`src/rtl/mdr_arbiter.sv`:
```
// Round-robin arbiter sharing one serial-load multiply/divide/root datapath
// between two requesters, with operand sequencing and a completion timeout.
module mdr_arbiter #(
    parameter int N       = 4,
    parameter int TIMEOUT = 64
) (
    input  logic         clk,
    input  logic         rst,
    input  logic         req0,
    input  logic         req1,
    input  logic [1:0]   op0,
    input  logic [1:0]   op1,
    input  logic [N-1:0] x0,
    input  logic [N-1:0] x1,
    input  logic [N-1:0] y0,
    input  logic [N-1:0] y1,
    output logic         gnt0,
    output logic         gnt1,
    output logic         done0,
    output logic         done1,
    output logic [N-1:0] res,
    output logic [N-1:0] rem,
    output logic         err,
    output logic         mdr_load,
    output logic [N-1:0] mdr_data,
    output logic [1:0]   mdr_op,
    output logic         mdr_start,
    input  logic [N-1:0] mdr_result,
    input  logic [N-1:0] mdr_remainder,
    input  logic         mdr_done
);
    localparam int CW = $clog2(TIMEOUT + 1);

    typedef enum logic [2:0] {
        IDLE, LOAD_X, GAP_X, LOAD_Y, GAP_Y, START, WAIT, RESP
    } state_e;

    state_e       state_q;
    logic         last_q;
    logic         port_q;
    logic [N-1:0] y_q;
    logic [CW-1:0] cnt_q;
    logic         gnt0_q, gnt1_q, done0_q, done1_q, err_q;
    logic         mdr_load_q, mdr_start_q;
    logic [N-1:0] res_q, rem_q, mdr_data_q;
    logic [1:0]   mdr_op_q;

    logic         win_d;
    logic [1:0]   op_d;
    logic [N-1:0] x_d, y_d;

    always_comb begin
        win_d = (req0 && req1) ? ~last_q : req1;
        op_d  = win_d ? op1 : op0;
        x_d   = win_d ? x1 : x0;
        y_d   = win_d ? y1 : y0;
    end

    always_ff @(posedge clk or negedge rst) begin
        if (!rst) begin
            state_q     <= IDLE;
            last_q      <= 1'b1;
            port_q      <= 1'b0;
            y_q         <= '0;
            cnt_q       <= '0;
            gnt0_q      <= 1'b0;
            gnt1_q      <= 1'b0;
            done0_q     <= 1'b0;
            done1_q     <= 1'b0;
            err_q       <= 1'b0;
            res_q       <= '0;
            rem_q       <= '0;
            mdr_load_q  <= 1'b0;
            mdr_start_q <= 1'b0;
            mdr_data_q  <= '0;
            mdr_op_q    <= '0;
        end else begin
            gnt0_q      <= 1'b0;
            gnt1_q      <= 1'b0;
            mdr_load_q  <= 1'b0;
            mdr_start_q <= 1'b0;
            case (state_q)
                IDLE: if (req0 || req1) begin
                    last_q <= win_d;
                    port_q <= win_d;
                    y_q    <= y_d;
                    gnt0_q <= ~win_d;
                    gnt1_q <= win_d;
                    // Reserved op never touches the datapath; done follows a cycle later.
                    if (op_d == 2'd3) begin
                        res_q   <= '0;
                        rem_q   <= '0;
                        err_q   <= 1'b1;
                        state_q <= RESP;
                    end else begin
                        mdr_load_q <= 1'b1;
                        mdr_data_q <= x_d;
                        mdr_op_q   <= op_d;
                        state_q    <= LOAD_X;
                    end
                end
                LOAD_X: state_q <= GAP_X;
                GAP_X: begin
                    mdr_load_q <= 1'b1;
                    mdr_data_q <= y_q;
                    state_q    <= LOAD_Y;
                end
                LOAD_Y: state_q <= GAP_Y;
                GAP_Y: begin
                    mdr_start_q <= 1'b1;
                    state_q     <= START;
                end
                START: state_q <= WAIT;
                WAIT: begin
                    if (mdr_done) begin
                        res_q   <= mdr_result;
                        rem_q   <= mdr_remainder;
                        err_q   <= 1'b0;
                        done0_q <= ~port_q;
                        done1_q <= port_q;
                        state_q <= RESP;
                    end else if (cnt_q == CW'(TIMEOUT)) begin
                        res_q   <= '0;
                        rem_q   <= '0;
                        err_q   <= 1'b1;
                        done0_q <= ~port_q;
                        done1_q <= port_q;
                        state_q <= RESP;
                    end else begin
                        cnt_q <= cnt_q + CW'(1);
                    end
                end
                RESP: begin
                    if (done0_q || done1_q) begin
                        done0_q <= 1'b0;
                        done1_q <= 1'b0;
                        cnt_q   <= '0;
                        state_q <= IDLE;
                    end else begin
                        done0_q <= ~port_q;
                        done1_q <= port_q;
                    end
                end
                default: state_q <= IDLE;
            endcase
        end
    end

    assign gnt0      = gnt0_q;
    assign gnt1      = gnt1_q;
    assign done0     = done0_q;
    assign done1     = done1_q;
    assign res       = res_q;
    assign rem       = rem_q;
    assign err       = err_q;
    assign mdr_load  = mdr_load_q;
    assign mdr_data  = mdr_data_q;
    assign mdr_op    = mdr_op_q;
    assign mdr_start = mdr_start_q;
endmodule

```
`config.mk`:
```
export PLATFORM = sky130hd
export DESIGN_NAME = mdr_arbiter
export DESIGN_NICKNAME = d
export VERILOG_FILES = /design/src/rtl/mdr_arbiter.sv
export SDC_FILE = /design/constraint.sdc
export NUM_CORES = 1
export LEC_CHECK = 0
export ABC_AREA = 1
export BUFFER_PORTS_ARGS = -buffer_cell sky130_fd_sc_hd__buf_4
export CORE_ASPECT_RATIO = 0.5
export CORE_MARGIN = 3
export CORE_UTILIZATION = 27
export DETAILED_ROUTE_END_ITERATION = 6
export SLEW_MARGIN = 20
export SYNTH_ARGS = -nofsm -noshare
export SYNTH_HDL_FRONTEND = slang
export SYNTH_SLANG_ARGS = --single-unit
```
`constraint.sdc`:
```
create_clock -name clk -period 2.9 [get_ports clk]
set_input_delay 0.725 -clock clk [delete_from_list [all_inputs] [get_ports clk]]
set_output_delay 0.725 -clock clk [all_outputs]
set_load 0.005 [all_outputs]
```
==> Word level (Yosys, flattened, before mapping) <==
Index checks and enable logic that the tools add are counted.
{ "totals": {"ff_bits": 37, "input_bits": 33, "out_inout_bits": 21} }
{ "classes": {"addsub": 1, "eq_ne": 16, "muxes": 45, "bitwise": 4, "n_reduce_logical": 14} }
{ "op_table": {"columns": ["cell", "n"], "rows": [
  ["4-bit 2-to-1 mux", 9],
  ["3-bit case mux with 8 select lines", 1],
  ["4-bit case mux with 2 select lines", 3],
  ["7-bit 2-to-1 mux", 3],
  ["1-bit 2-to-1 mux", 18],
  ["3-bit 2-to-1 mux", 5],
  ["7-bit case mux with 2 select lines", 1],
  ["3-bit == test, second input constant", 4],
  ["2-bit != test, second input constant", 6],
  ["3-bit AND reduction", 3],
  ["1-bit case mux with 2 select lines", 4],
  ["4-bit AND reduction", 2],
  ["7-bit by 1-bit adder with 7-bit output, second input constant", 1],
  ["7-bit == test, second input constant", 1],
  ["3-bit by 2-bit == test with 1-bit output, second input constant", 2],
  ["2-bit nonzero test", 3],
  ["1-bit NOT", 4],
  ["2-bit AND reduction", 2],
  ["3-bit by 1-bit == test with 1-bit output, second input constant", 1],
  ["3-bit logical NOT", 1],
  ["3-bit != test, second input constant", 1],
  ["2-bit == test, second input constant", 1],
  ["1-bit logical OR", 2],
  ["2-bit 2-to-1 mux", 1],
  ["1-bit logical AND", 1]
]} }

==> Logic depth before layout (Yosys ltp) <==
{ "logic_depth": {"depth_word": 7, "depth_mapped": 11, "depth_no_buf": 11} }

==> Worst setup path after synthesis <==
No wires, ideal clock.
{ "synth_timing": {"kind": "input port to flip-flop", "startpoint": "input port req0", "endpoint": "register mdr_data_q[0] (netlist: mdr_data[0])", "arrival_time_ns": 1.464, "t_required_ns": 2.835, "path_slack_ns": 1.371, "path_stages": 8, "path_cell_list": "nand2_1 nand2_1 buf_2 inv_1 nand2_1 a31oi_1 nand2_1 nand2_1"} }
{ "synth_between": {"elab_chain_len": 6, "elab_cells_between_ends": 12, "classes_between": "eq/ne: 3; mux: 6; reduce/logical: 3"} }
{ "synth_rtl": {"columns": ["item", "line", "rtl"], "rows": [
  ["from (decl)", "9", "input logic req0,"],
  ["1-bit logical AND", "53", "win_d = (req0 && req1) ? ~last_q : req1;"],
  ["1-bit 2-to-1 mux", "53", null],
  ["2-bit 2-to-1 mux or 4-bit 2-to-1 mux (tied branches)", "54, 55", null],
  ["2-bit == test or 4-bit 2-to-1 mux (tied branches)", "90", "if (op_d == 2'd3) begin"],
  ["2-bit != test (no line) or 4-bit 2-to-1 mux (tied branches)", null, null],
  ["3-bit AND reduction (no line) or 4-bit case mux with 2 select lines (tied branches)", null, null],
  ["to (signal assigned)", "105", "mdr_data_q <= y_q;"],
  ["to (decl)", "45", "logic [N-1:0] res_q, rem_q, mdr_data_q;"]
]} }
Several ways; a longest one is shown, not always the timed one. The select of a mux whose other input is x is not followed.
A chain may end at the register's enable or synchronous reset.

==> Worst setup path after layout <==
{ "layout_timing": {"startpoint": "register last_q", "endpoint": "register mdr_data_q[3] (netlist: mdr_data[3])"} }
{ "layout_between": {"elab_chain_len": 6, "elab_cells_between_ends": 10, "classes_between": "eq/ne: 2; mux: 6; bitwise: 1; reduce/logical: 1"} }
{ "layout_rtl": {"columns": ["item", "line", "rtl"], "rows": [
  ["from (decl)", "39", "logic last_q;"],
  ["from (signal assigned)", "84", "last_q <= win_d;"],
  ["1-bit NOT (*)", "53", null],
  ["1-bit 2-to-1 mux (*)", "53", null],
  ["2-bit 2-to-1 mux or 4-bit 2-to-1 mux (tied branches)", "54, 55", null],
  ["2-bit == test or 4-bit 2-to-1 mux (tied branches)", "90", null],
  ["2-bit != test (no line) or 4-bit 2-to-1 mux (tied branches)", null, null],
  ["3-bit AND reduction (no line) or 4-bit case mux with 2 select lines (tied branches)", null, null]
]} }
Mark *: on every way between the ends. The rest lies on a longest branch, timed or not. The select of a mux whose other input is x is not followed.

==> impl_metrics.csv <==
group,metric,value,unit
outcome,run_status,"complete, no violations",
sta,slew_violations,0,
clocking,cts-buffers-inserted,5,
clocking,cts.clk_slew.worst_paths,50,ps
yosys,syn_inst,236,
die,floorplan.initialDensity,29.4,%
setup_path,setup.worst_path.start_class,"register",
clocking,cts_tree,"done",
finish,drive_gt1_share,28.8,%
yosys,yosys_register_bits,37,
grt,grt_max_degree,38,
clocking,clk_latency,270,ps
sta,clock_skew,4.47,ps
setup_path,rr_worst_depth,9,
yosys,syn_avg_cell_area,7.99,µm²
clocking,ctsHoldBuffers,0,
clocking,cts-resized-gates,0,
placement,numPortBuffers,53,
sta,rsz0062_at_grt,"false",
finish,synthToLayoutAreaGrowth,33.0,%
drt,num_vias,1666,
yosys,yosysUniqueCellTypes,28,
grt,grt_usage,11.4,%
worst_hold_path,hp-class,"input port to asynchronous set/reset pin",
yosys,syn_nets,271,
grt,grt-ovfl-total,0,
die,die_h,65.1,µm
setup_path,cp.arrival,1880,ps
clocking,clk_path_buf_depth,2,
clocking,clkSinkCount,37,
sta,fmax,0.582,GHz
setup_path,cpPeakStageDelay,530,ps
sta,period_share,59.2,%
drt,routed_wl,4320,µm
clocking,clockRootBuffer,"clkbuf_16",
clocking,post_cts_buffers,0,
power,power_density,939,mW/mm²
finish,diodes,0,
setup_path,critPathSlowestCell,"dfstp_2",
sta,setup_violations,0,
setup_path,cp.required,3060,ps
setup_path,r2r_setup_slack,1180,ps
drt,drc_errors,0,
drt,first_pass_iters,4,
finish,final_net_count,327,
drt,drtAntennaViolNets,0,
yosys,synth-seq-area-share,49.2,%
yosys,synth_warnings,0,
placement,routabilityCongestion,0.762,
setup_path,cpMostUsedCell,"nand2_1",
setup_path,r2r_start,"last_q$_DFFE_PN1P_",
setup_path,crit_chain,"nand2_1 -> nand2_1 -> nand2_1 -> nand2_1 -> nand2_1 -> nand2_4 -> nand2_1 -> nand2_1 -> nand2_1",
die,fp.dieW,124,µm
run,maxCapViolCount,0,
setup_path,worst_path_dominant_cell_family,"simple AND/OR/NAND/NOR gates",
grt,antenna_found_initial,0,
clocking,htreeDepth,2,
setup_path,crit_type,"register to register",
yosys,synthesis.area,0.00189,mm²
sta,timing.setup.tns,0,ps
grt,grt_pass1_wl,7400,µm
grt,grt_pass1_vias,1641,
placement,hpwl,3390,µm
die,dieArea,0.00808,mm²
drt,viasPerCell,4.38,
power,p_leak,1.32,nW
sta,finalHoldViolations,0,
power,irDropWorstVdd,271,µV
setup_path,crit_path_end_kind,"register",
power,p_total,2.35,mW
setup_path,cp_max_fo,12,
die,rows,20,
drt,drt_iter0_drc,43,
setup_path,crit_buf_inv,0,
die,pin_count,54,
sta,max-slew-margin-rel,68.9,%
setup_path,reg2reg_to,"mdr_data[3]$_DFFE_PN0P_",
sta,worstMarginPinSlew,466,ps
die,core_area,0.00641,mm²
sta,period_minus_slack,1720,ps
drt,wire_per_inst,11.4,µm
==> worst reg2reg max path: stages (launching register included) <==
cell     delay (ps)
dfstp_2         530
nand2_1          80
nand2_1         310
nand2_1          90
nand2_1         130
nand2_1         100
nand2_4          90
nand2_1         110
nand2_1         110
nand2_1          50
==> routing by layer <==
metal,up-vias,wire [µm],track usage [%]
li1,864,-,-
met1,775,1990,14.2
met2,22,2200,19.7
met3,5,103,2.92
met4,0,27,3.27
met5,-,0,0
==> sequential cells by signal, summed over array words and instances (netlist names) <==
register	cells
mdr_op	2
y_q	4
done1	1
done0	1
mdr_start	1
rem	4
cnt_q	7
mdr_load	1
gnt1	1
res	4
last_q	1
mdr_data	4
port_q	1
err	1
state_q	3
gnt0	1
==> cells by family (layout without fill, tap and decap cells) <==
family,Yosys count,in the layout,share of synthesized area (%)
adder cells (fa/ha/maj),2,2,1.33
AO/OA/AOI/OAI,30,30,9.42
buffers and inverters,27,83,6.10
AND/OR/NAND/NOR,138,138,33.0
XOR/XNOR,2,2,0.929
flip-flops,37,37,49.2
==> worst max-delay path by stage <==
| stage | slack, ps | end | start | depth (start not counted) |
|---|---|---|---|---|
| 2_1_floorplan | 1370 | mdr_data[0]$_DFFE_PN0P_ | req0 | 8 |
| 5_1_grt | 910 | mdr_data[1]$_DFFE_PN0P_ | last_q$_DFFE_PN1P_ | 9 |
| 4_1_cts | 1170 | mdr_data[2]$_DFFE_PN0P_ | last_q$_DFFE_PN1P_ | 9 |
| 6_report | 1180 | mdr_data[3]$_DFFE_PN0P_ | last_q$_DFFE_PN1P_ | 9 |
| 3_3_place_gp | 920 | mdr_data[2]$_DFFE_PN0P_ | req0 | 10 |
| 3_5_place_dp | 900 | mdr_data[2]$_DFFE_PN0P_ | req0 | 10 |
==> power by group <==
part	switching, mW	leakage (nW)	internal (mW)
registers	0.149	0.471	0.733
logic	0.545	0.783	0.405
clock network	0.185	0.0700	0.337
total	0.880	1.32	1.48
==> cells in the mapped netlist (all sizes together) <==
| master | instances | share of area [%] |
|---|---|---|
| nand2 | 96 | 21 |
| dfrtp | 36 | 48 |
| nor2 | 25 | 7.0 |
| inv | 23 | 4.6 |
| o21ai | 20 | 5.9 |
| nand3 | 15 | 4.5 |
| a31oi | 4 | 1.3 |
| buf | 4 | 1.5 |
| a21oi | 2 | 0.53 |
| ha | 2 | 1.3 |
| nand4 | 2 | 0.66 |
| xor2 | 2 | 0.93 |
| a31o | 1 | 0.46 |
| dfstp | 1 | 1.4 |
| o21bai | 1 | 0.40 |
| o22a | 1 | 0.46 |
| o22ai | 1 | 0.33 |
==> layout make-up <==
type	count	area (µm²)
Clock buffer	7	143
Fill cell	679	3900
Inverter	23	86.3
Multi-Input combinational cell	172	843
Sequential cell	37	927
Tap cell	88	110
Timing Repair Buffer	53	398
==> per-stage QoR <==
step | area [µm²] | hold WS [ps] | worst slack, ps | utilization [%] | instances
3_5_place_dp | 2360 | 464 | 897 | 36.9 | 373
6_report | 2510 | 405 | 1180 | 39.1 | 380
5_1_grt | 2510 | 441 | 914 | 39.1 | 380
2_1_floorplan | 1890 | 429 | 1370 | - | 236
3_3_place_gp | 2360 | 459 | 918 | 36.9 | 373
4_1_cts | 2510 | 425 | 1170 | 39.1 | 380
==> cell usage in the layout (no fill, tap or decap) <==
master,instances
a21oi_1,2
a31o_2,1
a31oi_1,4
buf_4,53
clkbuf_1,1
clkbuf_16,5
clkbuf_8,1
dfrtp_1,36
dfstp_2,1
ha_1,2
inv_1,18
inv_2,5
nand2_1,89
nand2_2,4
nand2_4,3
nand3_1,13
nand3_2,2
nand4_1,2
nor2_1,19
nor2_2,3
nor2_4,2
nor2_8,1
o21ai_0,13
o21ai_1,4
o21ai_2,3
o21bai_1,1
o22a_1,1
o22ai_1,1
xor2_1,2
Power figures use the tool's default switching activity.
